## src/rtl/gat_pkg.sv

```systemverilog
// Shared definitions for the feature-path blocks: default feature BRAM geometry
// and the loader FSM state type.
package gat_pkg;

  localparam int unsigned FEAT_NUM_WORDS = 43328;
  localparam int unsigned FEAT_DATA_W    = 32;
  localparam int unsigned FEAT_ADDR_W    = 16;

  typedef enum logic [1:0] {
    IDLE  = 2'd0,
    LOAD  = 2'd1,
    FLUSH = 2'd2,
    DONE  = 2'd3
  } loader_state_t;

endpackage

```

## src/rtl/feat_bram_loader.sv

```systemverilog
// Feature BRAM write-side loader: valid/ready stream in, port-A writes out at consecutive addresses.
// Optional running checksum of written words is built only when FEAT_LOADER_CHECKSUM_EN is defined.
module feat_bram_loader
  import gat_pkg::*;
#(
  parameter int unsigned DATA_W    = FEAT_DATA_W,
  parameter int unsigned ADDR_W    = FEAT_ADDR_W,
  parameter int unsigned NUM_WORDS = FEAT_NUM_WORDS
) (
  input  logic              clk,
  input  logic              rst_n,
  input  logic              start_i,
  input  logic [DATA_W-1:0] s_data_i,
  input  logic              s_vld_i,
  input  logic              s_last_i,
  output logic              s_rdy_o,
  output logic [DATA_W-1:0] feat_bram_din,
  output logic              feat_bram_ena,
  output logic [ADDR_W-1:0] feat_bram_addra,
  output logic              busy_o,
  output logic              done_o,
  output logic              err_o,
  output logic [ADDR_W:0]   word_cnt_o,
  output logic [DATA_W-1:0] checksum_o
);

  localparam logic [ADDR_W:0] LAST_IDX = (ADDR_W+1)'(NUM_WORDS - 1);

  loader_state_t state;
  logic          accept;
  logic          start_load;
  logic          last_beat;

  assign accept     = s_vld_i && s_rdy_o;
  assign start_load = start_i && ((state == IDLE) || (state == DONE));
  assign last_beat  = (word_cnt_o == LAST_IDX);

  // word_cnt_o doubles as the address counter; it never exceeds LAST_IDX on a write
  always_ff @(posedge clk or negedge rst_n) begin
    if (!rst_n) begin
      state           <= IDLE;
      s_rdy_o         <= 1'b0;
      feat_bram_din   <= '0;
      feat_bram_ena   <= 1'b0;
      feat_bram_addra <= '0;
      busy_o          <= 1'b0;
      done_o          <= 1'b0;
      err_o           <= 1'b0;
      word_cnt_o      <= '0;
    end else begin
      feat_bram_ena <= 1'b0;
      case (state)
        IDLE, DONE: begin
          if (start_load) begin
            state      <= LOAD;
            s_rdy_o    <= 1'b1;
            busy_o     <= 1'b1;
            done_o     <= 1'b0;
            err_o      <= 1'b0;
            word_cnt_o <= '0;
          end
        end
        LOAD: begin
          if (accept) begin
            feat_bram_din   <= s_data_i;
            feat_bram_addra <= word_cnt_o[ADDR_W-1:0];
            feat_bram_ena   <= 1'b1;
            word_cnt_o      <= word_cnt_o + (ADDR_W+1)'(1);
            if (last_beat) begin
              state   <= FLUSH;
              s_rdy_o <= 1'b0;
              if (!s_last_i) err_o <= 1'b1;
            end else if (s_last_i) begin
              err_o <= 1'b1;
            end
          end
        end
        FLUSH: begin
          state  <= DONE;
          busy_o <= 1'b0;
          done_o <= 1'b1;
        end
        default: state <= IDLE;
      endcase
    end
  end

`ifdef FEAT_LOADER_CHECKSUM_EN
  logic [DATA_W-1:0] checksum_q;

  always_ff @(posedge clk or negedge rst_n) begin
    if (!rst_n) begin
      checksum_q <= '0;
    end else if (start_load) begin
      checksum_q <= '0;
    end else if (accept) begin
      checksum_q <= checksum_q + s_data_i;
    end
  end

  assign checksum_o = checksum_q;
`else
  assign checksum_o = '0;
`endif

endmodule

```

## config.mk

```make
export PLATFORM = sky130hd
export DESIGN_NAME = feat_bram_loader
export DESIGN_NICKNAME = d
export VERILOG_FILES = /design/src/rtl/gat_pkg.sv /design/src/rtl/feat_bram_loader.sv
export SDC_FILE = /design/constraint.sdc
export NUM_CORES = 1
export LEC_CHECK = 0
export CAP_MARGIN = 15
export CORE_MARGIN = 3
export CORE_UTILIZATION = 30
export CTS_BUF_LIST = sky130_fd_sc_hd__clkbuf_16
export DETAILED_ROUTE_END_ITERATION = 8
export MAX_ROUTING_LAYER = met4
export PLACE_DENSITY = 0.67
export REMOVE_ABC_BUFFERS = 1
export SLEW_MARGIN = 20
export SYNTH_ARGS = -nofsm -noshare
export SYNTH_HDL_FRONTEND = slang
export SYNTH_SLANG_ARGS = --single-unit
```

## constraint.sdc

```tcl
create_clock -name clk -period 3 [get_ports clk]
set_input_delay 0.6 -clock clk [delete_from_list [all_inputs] [get_ports clk]]
set_output_delay 0.6 -clock clk [all_outputs]
set_load 0.1 [all_outputs]
```

### Word level (Yosys, flattened, before mapping)

Cells that the tools add are included.
Widths: inputs -> output; s select.

* flip-flop bits (word level): 72
* latch bits: 0
* memory bits (writable): 0
* memory bits (read-only): 0
* input bits: 37
* output and inout bits: 102
* word-level logic and storage cells: 53
* memories: 0

* add/sub/neg operators: 1
* multipliers: 0
* div/mod/pow operators: 0
* $lt $le $gt $ge: 0
* eq/ne operators: 9
* shifts and indexed selects: 0
* mux-type cells: 21
* bitwise gates (word level): 0
* reduce and logical (&&, ||, !) cells: 13

Operators by type and width (number)
* $mux 17: 2
* $pmux 17 s2: 1
* $add 17x1->17 const B: 1
* $eq 17x16->1 const B: 1
* $mux 1: 10
* $pmux 1 s2: 4
* $mux 2: 3
* $ne 2x2->1 const B: 3
* $ne 3x3->1 const B: 2
* $pmux 2 s3: 1
* $reduce_and 3->1: 2
* $reduce_and 5->1: 1
* $eq 2x2->1 const B: 2
* $reduce_and 2->1: 2
* $reduce_and 4->1: 1
* $reduce_bool 2->1: 2
* $eq 2x1->1 const B: 1
* $logic_and 1x1->1: 2
* $logic_not 2->1: 1
* $reduce_or 2->1: 1
* $logic_or 1x1->1: 1

### Longest topological paths before layout

Gate-level depths: netlist of the first run.

* depth after elaboration: 5
* mapped depth: 8

### Worst setup path after synthesis of the first run

OpenSTA, ideal clock, no wires.

* kind: register -> register
* start: reg s_rdy_o
* end: reg word_cnt_o[15]
* setup time: 0.074 ns
* arrival: 2.367 ns
* path slack: 0.559 ns
* cell stages (with the launch flop): 6
* clock period less this slack: 2.441 ns
* cell sequence: dfrtp_1 a21boi_0 nor4_4 nand4_1 xor2_1 nor2_1

* word-level cells in the longest chain between the ends: 3

Ends and longest elaborated chain
* from (decl): line feat_bram_loader.sv:16 `output logic s_rdy_o,`
* from (signal assigned): line feat_bram_loader.sv:42 `s_rdy_o <= 1'b0;`
* from (signal assigned): line feat_bram_loader.sv:56 `s_rdy_o <= 1'b1;`
* from (signal assigned): line feat_bram_loader.sv:71 `s_rdy_o <= 1'b0;`
* $logic_and 1x1->1: line feat_bram_loader.sv:34 `assign accept = s_vld_i && s_rdy_o;`
* $ne 2x2->1 (no line)
* $reduce_and 3->1 (no line)
* to (signal assigned): line feat_bram_loader.sv:68 `word_cnt_o <= word_cnt_o + (ADDR_W+1)'(1);`
* to (decl): line feat_bram_loader.sv:23 `output logic [ADDR_W:0] word_cnt_o,`

Every way passes these cells.
A chain may end at the register's enable or synchronous reset.

### Final worst setup path of the first run

* start: reg state[1]
* end: reg word_cnt_o[15]

* word-level cells in the longest chain between the ends: 5

Ends and longest elaborated chain
* from (decl): line feat_bram_loader.sv:29 `loader_state_t state;`
* from (signal assigned): line feat_bram_loader.sv:41 `state <= IDLE;`
* from (signal assigned): line feat_bram_loader.sv:55 `state <= LOAD;`
* from (signal assigned): line feat_bram_loader.sv:70 `state <= FLUSH;`
* $eq 2x2->1 / $logic_not 2->1 (equally long branches): line feat_bram_loader.sv:35, feat_bram_loader.sv:52
* $logic_or 1x1->1: line feat_bram_loader.sv:35 `assign start_load = start_i && ((state == IDLE) || (state == DONE));`
* $logic_and 1x1->1: line feat_bram_loader.sv:35
* $ne 2x2->1 (no line)
* $reduce_and 3->1 (no line)

Parallel ways exist; a longest one is shown, timed or not.

==> results of run 1 <==
==> metrics by stage <==
| step | instance area (um2) | std cells | worst slack, ns |
|---|---|---|---|
| after CTS | 4571 | 606 | 0.7953 |
| after global placement | 4187 | 590 | 0.5877 |
| after global routing | 4571 | 606 | 0.5590 |
| final | 4571 | 606 | 0.7988 |
| after detailed placement | 4187 | 590 | 0.5235 |
| after floorplan | 3090 | 343 | -0.4135 |
==> cells by family (layout without fill, tap and decap cells) <==
group / count (synthesis) / in the layout / synth area share [%]
XOR/XNOR: 16 / 16 / 4.300
AO/OA/AOI/OAI: 11 / 11 / 2.111
flip-flops: 72 / 72 / 55.28
multiplexers: 3 / 3 / 0.9597
AND/OR/NAND/NOR: 199 / 199 / 26.26
adder cells (fa/ha/maj): 4 / 4 / 1.536
other: 1 / 32 / 0.1151
buffers and inverters: 50 / 133 / 9.444
==> metal layers <==
layer	vias to the layer above	part of all wire (%)	routed length [um]	GRT usage, %
met5	-	0	0	-
met4	0	1.4	108	5.013
met3	11	8.4	626	3.902
met2	100	46	3403	20.28
met1	1213	45	3328	15.74
li1	1277	-	-	-
==> sequential cells by signal (all words and copies together), names as in the netlist <==
signal           flops
err_o                1
feat_bram_ena        1
feat_bram_addra     16
word_cnt_o          17
done_o               1
feat_bram_din       32
state                2
busy_o               1
s_rdy_o              1
==> worst max-delay path, delay by kind of cell, from the launching register on <==
| kind | cells | cell delay [ns] |
|---|---|---|
| xor gates and xnor gates | 1 | 0.16 |
| and+or+nand+nor | 3 | 0.39 |
| buffers and inverters | 1 | 0.09 |
| AOI/OAI and AO/OA | 1 | 0.76 |
| DFF | 1 | 0.38 |
| adders and majority gates | 1 | 0.30 |
==> worst paths after layout <==
check / from / to / slack [ns] / cells past startpoint
worst min-delay path: rst_n / s_rdy_o / 0.37 / 1
worst max-delay path: state[1] / word_cnt_o[15] / 0.80 / 7
min in group clk: feat_bram_addra[10] / feat_bram_addra[10] / 0.47 / 2
worst max register to register: state[1] / word_cnt_o[15] / 0.80 / 7
worst min register to register: feat_bram_addra[10] / feat_bram_addra[10] / 0.47 / 2
max in group asynchronous: rst_n / feat_bram_din[14] / 2.01 / 1
==> Yosys cell counts, drive strengths merged, types with 2 or more instances <==
cell type and count:
a21oi 3, and3 3, buf 34, clkbuf 10, dfrtp 72, ha 4, inv 6, mux2i 2
nand2 151, nand3 10, nand4 4, nor2 21, nor3 2, nor4 2, o21ai 4, or3 2
xnor2 2, xor2 14
==> final cells by class <==
type                    instances  share of cell area, %
well taps                     136                  3.723
repair buffers                111                  20.15
clock inverters                 7                  3.477
inverters                       6                 0.4927
flip-flops and latches         72                  39.42
clock buffers                   9                  4.927
multi-input cells             265                  27.81
==> key figures, run 1 <==
Run status
  • Status: completed

CTS
  • Cts repair resizes: 0
  • CTS clk-pin slew, worst paths: 0.06 ns
  • H-tree levels: 3
  • CTS Hold Buffers Added: 0
  • Clock latency on the worst-skew pair: between 0.3 and 0.4 ns
  • CTS root buf: clkbuf_16
  • Clock sinks: 72
  • Post CTS Setup Buffer Count: 0
  • Num CTS Buffers: 9
  • Clock buffer depth: 2
  • CTS tree: yes

Routing
  • Via density: between 4 and 5
  • Routed vias: between 2k and 3k
  • Drt drc: 0
  • DRT Pass-1 Iters: 4
  • Final ANT Viol Nets: 0
  • Routed WL: 7466 um
  • Drt initial violations: 124
  • WL/cell: roughly 12 um

STA
  • Final setup viols: 0
  • RSZ-0062 raised after global routing: no
  • Min Hold Slack: roughly 0.37 ns
  • Worst slew pin tran: 0.9002 ns
  • Fmax achieved: between 0.4 and 0.5 GHz
  • Final Hold Fails: 0
  • Setup_tns: 0 ns
  • Tcrit/Tclk final: between 70 and 80%
  • Max_slew headroom: 39.45%
  • Skew final: ~0.0055 ns
  • Max-slew violation count: 0
  • Post-route minimum period: 2.201 ns

Finish
  • # fillers: a little over 1k
  • Layout Nets: 506
  • Area taken by multi-input logic gates: 1271 um2
  • Ant diodes: 0
  • Area Overhead vs Synth: 40.23%
  • FF/Latch Area: around 1800 um2
  • Layout Utilization: roughly 44%
  • Layout cell share with drive strength beyond 1: approximately a fifth
  • Most common cell after layout, fill and taps aside: nand2_1
  • Commonest non-fill, non-tap cells in the layout: nand2_1 (151), buf_4 (76), dfrtp_1 (72)

Synthesis
  • Ys flop type: dfrtp_1
  • Synth Register Bits: 72
  • Syn Inst Count: 356
  • Cell Area, Synth: roughly 3300 um2
  • Ys async rst share: 100.0%
  • Sequential area share after synthesis: a little under three fifths
  • Top-area cell type share of the netlist area: a little under three fifths
  • Post-synth EDFFs: 0
  • Cell taking the most area after synthesis: dfrtp_1
  • Library cells used by synthesis: 32
  • Yosys warning total: 0
  • Largest cells by area after synthesis: dfrtp_1 (55%), nand2_1 (17%), buf_4 (7.4%), xor2_1 (3.8%), nor2_1 (2.4%)
  • Syn_area_per_cell: 9.156 um2

GRT
  • First-pass GRT wire length: ~12,000 um
  • Remaining Overflow, GRT: 0
  • Initial antenna violation count: 0
  • Vias in the first global route: 2,456
  • Pin count of the biggest net entering global routing: 73
  • GRT Util Overall: between 10% and 20%

Die
  • Row count: 37
  • I/O pin cnt: roughly 140
  • Die Footprint: roughly 12,000 um2
  • Core area: 10,460 um2
  • Initial Utilization: between 30% and 40%
  • Die height: approximately 110 um
  • Die X: roughly 110 um

Worst setup path
  • Max incr delay on CP: between 0.7 and 0.8 ns
  • Crit-path max FO: 7
  • CP Capture Type: register
  • Arrival time at the worst endpoint: ~2.4 ns
  • Crit path required time: ~3.2 ns
  • CP max-delay cell: a21boi_0
  • CP Class: register to register
  • Startpoint Class: register
  • Critical-path cell list: inv_1, ha_1, a21boi_0, nor4_4, nand4_1, xor2_1, nor2_1

Place
  • GPL Wtd Cong: 0.7816
  • Port buffer count: around 110
  • Hpwl dp: 5483 um

Worst hold path
  • HP Class: primary input to asynchronous set/reset pin

Run
  • Number of max-cap violations: 0
Power of run 1 is not shown: default switching activity piles up to over one toggle a cycle in this logic, so the estimate is an artifact.
==> run 2: changes to the inputs <==
- PLACE_DENSITY: 0.67 -> 0.69
- clock period: 3 -> 1.78 ns (I/O delays scaled with it)
==> key figures, run 2 (synthesis gave the netlist of run 1 again) <==
Die
  • Die X: 110.2 um (unchanged)
  • Initial Utilization: 31.15% (unchanged)
  • Core area: 10,460 um2 (unchanged)
  • Row count: 37 (unchanged)
  • Die height: 110.2 um (unchanged)
  • Die Footprint: 12,150 um2 (unchanged)
  • I/O pin cnt: 139 (unchanged)

STA
  • Post-route minimum period: 1.794 ns (was 2.201 ns)
  • Min Hold Slack: 0.5392 ns (was 0.3683 ns)
  • Fmax achieved: 0.5575 GHz (was 0.4543 GHz)
  • Tcrit/Tclk final: 100.8% (was 73.37%)
  • Final setup margin: -0.01358 ns (was 0.7988 ns)
  • Final setup viols: 2 (was 0)
  • Final Hold Fails: 0 (unchanged)
  • Skew final: 0.007005 ns (was 0.005504 ns)
  • Max-slew violation count: 0 (unchanged)
  • RSZ-0062 raised after global routing: yes (was no)
  • Setup_tns: -0.01428 ns (was 0 ns)

CTS
  • CTS tree: yes (unchanged)
  • Clock buffer depth: 2 (unchanged)
  • Clock sinks: 72 (unchanged)
  • Clock latency on the worst-skew pair: 0.33 ns (was 0.32 ns)
  • CTS clk-pin slew, worst paths: 0.05 ns (was 0.06 ns)
  • Num CTS Buffers: 9 (unchanged)
  • H-tree levels: 3 (unchanged)
  • CTS root buf: clkbuf_16 (unchanged)

Finish
  • Most common cell after layout, fill and taps aside: nand2_1 (unchanged)
  • Post-Layout Cell Count: 647 (was 606)
  • Layout Nets: 547 (was 506)
  • Largest Register: feat_bram_din (unchanged)
  • Layout Utilization: 56.10% (was 43.69%)
  • Ant diodes: 0 (unchanged)
  • Commonest non-fill, non-tap cells in the layout: nand2_1 (148), buf_12 (73), dfrtp_1 (72) (was nand2_1 (151), buf_4 (76), dfrtp_1 (72))
  • Fin area: 5869 um2 (was 4571 um2)
  • Top Registers: feat_bram_din x32, word_cnt_o x17, feat_bram_addra x16 (unchanged)
  • Layout cell share with drive strength beyond 1: 30.33% (was 21.06%)
  • # fillers: 886 (was 1,027)
  • Max reg flops: 32 (unchanged)
  • Area Overhead vs Synth: 80.08% (was 40.23%)

Routing
  • Routed vias: 2,799 (was 2,601)
  • DRT Pass-1 Iters: 4 (unchanged)
  • Drt initial violations: 183 (was 124)
  • Routed WL: 8883 um (was 7466 um)
  • Drt drc: 0 (unchanged)
  • Via density: 4.326 (was 4.292)
  • WL/cell: 13.73 um (was 12.32 um)
  • Final ANT Viol Nets: 0 (unchanged)

Worst setup path
  • Reg2reg end: word_cnt_o[12] (was word_cnt_o[15])
  • CP Capture Type: register (unchanged)
  • CP Class: register to register (unchanged)
  • R2R Setup Slk: -0.01 ns (was 0.80 ns)
  • Startpoint Class: register (unchanged)
  • Worst reg-to-reg path cell count: 9 (was 7)
  • Worst R2R Start: state[0] (was state[1])
  • Crit-path max FO: 7 (unchanged)
  • Worst setup path endpoint: word_cnt_o[12] (was word_cnt_o[15])
  • Critical Path Source: state[0] (was state[1])
  • Crit path required time: 1.99 ns (was 3.21 ns)
  • Arrival time at the worst endpoint: 2.00 ns (was 2.41 ns)

Pwr
  • VDD IR max: 1.121 mV
  • Leakage power: ~2.9 nW
  • Overall Power: between 10 and 15 mW
  • Cell Pwr Density: roughly 2000 nW/um2

GRT
  • Initial antenna violation count: 0 (unchanged)
  • Pin count of the biggest net entering global routing: 40 (was 73)
  • GRT Util Overall: 15.70% (was 12.94%)
  • Vias in the first global route: 2,922 (was 2,456)
  • Remaining Overflow, GRT: 0 (unchanged)
  • First-pass GRT wire length: 14,330 um (was 11,830 um)

Place
  • Port buffer count: 106 (unchanged)
  • Placed cells: 624 (was 590)
  • Setup WS pre-CTS: -0.2185 ns (was 0.5235 ns)
  • Hpwl dp: 6493 um (was 5483 um)
  • GPL Wtd Cong: 0.8456 (was 0.7816)
  • Placed cell area: 5355 um2 (was 4187 um2)

Worst hold path
  • HP Class: primary input to asynchronous set/reset pin (unchanged)

Run status
  • Violated checks: setup timing
  • Status: finished, violations left (was completed)

Run
  • Number of max-cap violations: 0 (unchanged)
run 2: critical path, stage by stage, from the launching register on:
cell     delay [ns]
dfrtp_1        0.43
inv_2          0.10
ha_4           0.20
nor2b_4        0.14
buf_6          0.12
nor4_4         0.15
buf_6          0.18
nand4_1        0.12
xor2_1         0.18
nor2_1         0.05
run 2: how the worst min path moves through the flow:
stage                     slack [ns]             endpoint  startpoint
after global routing            0.57  feat_bram_addra[14]       rst_n
after floorplan                 0.06               busy_o       rst_n
final                           0.54  feat_bram_addra[10]       rst_n
after detailed placement        0.34  feat_bram_addra[14]       rst_n
after global placement          0.34  feat_bram_addra[14]       rst_n
after CTS                       0.53        word_cnt_o[9]       rst_n
run 2: repair_timing:
| item | 4_1_cts | 5_1_grt |
|---|---|---|
| pin swaps | 9 | 22 |
| buffers inserted | 7 | 1 |
| hold buffers | 1 | 0 |
| endpoints found under the hold margin | 33 | 0 |
| setup endpoints to repair | 21 | 27 |
| resized for setup | 16 | 22 |
run 2: layout make-up:
type                    instances  area, um2  area share (%)
inverters                       6      22.52          0.3837
clock buffers                   9      225.2           3.837
repair buffers                152       2171           36.99
multi-input cells             265       1400           23.85
clock inverters                 7      78.83           1.343
well taps                     136      170.2           2.899
flip-flops and latches         72       1802           30.70
run 2: report_power, final:
group,switching [mW],internal (mW),leakage [nW]
sequential,0.494,2.11,0.937
clock,0.635,1.20,0.155
combinational,4.79,2.58,1.79
run 2: per-layer routing:
layer	GRT usage, %	vias up	share of wire, %
met3	3.727	12	7.4
met2	26.95	103	51
met1	18.30	1333	40
met4	4.749	0	1.1
met5	-	-	0
li1	-	1351	-
Power figures use the tool's default switching activity.
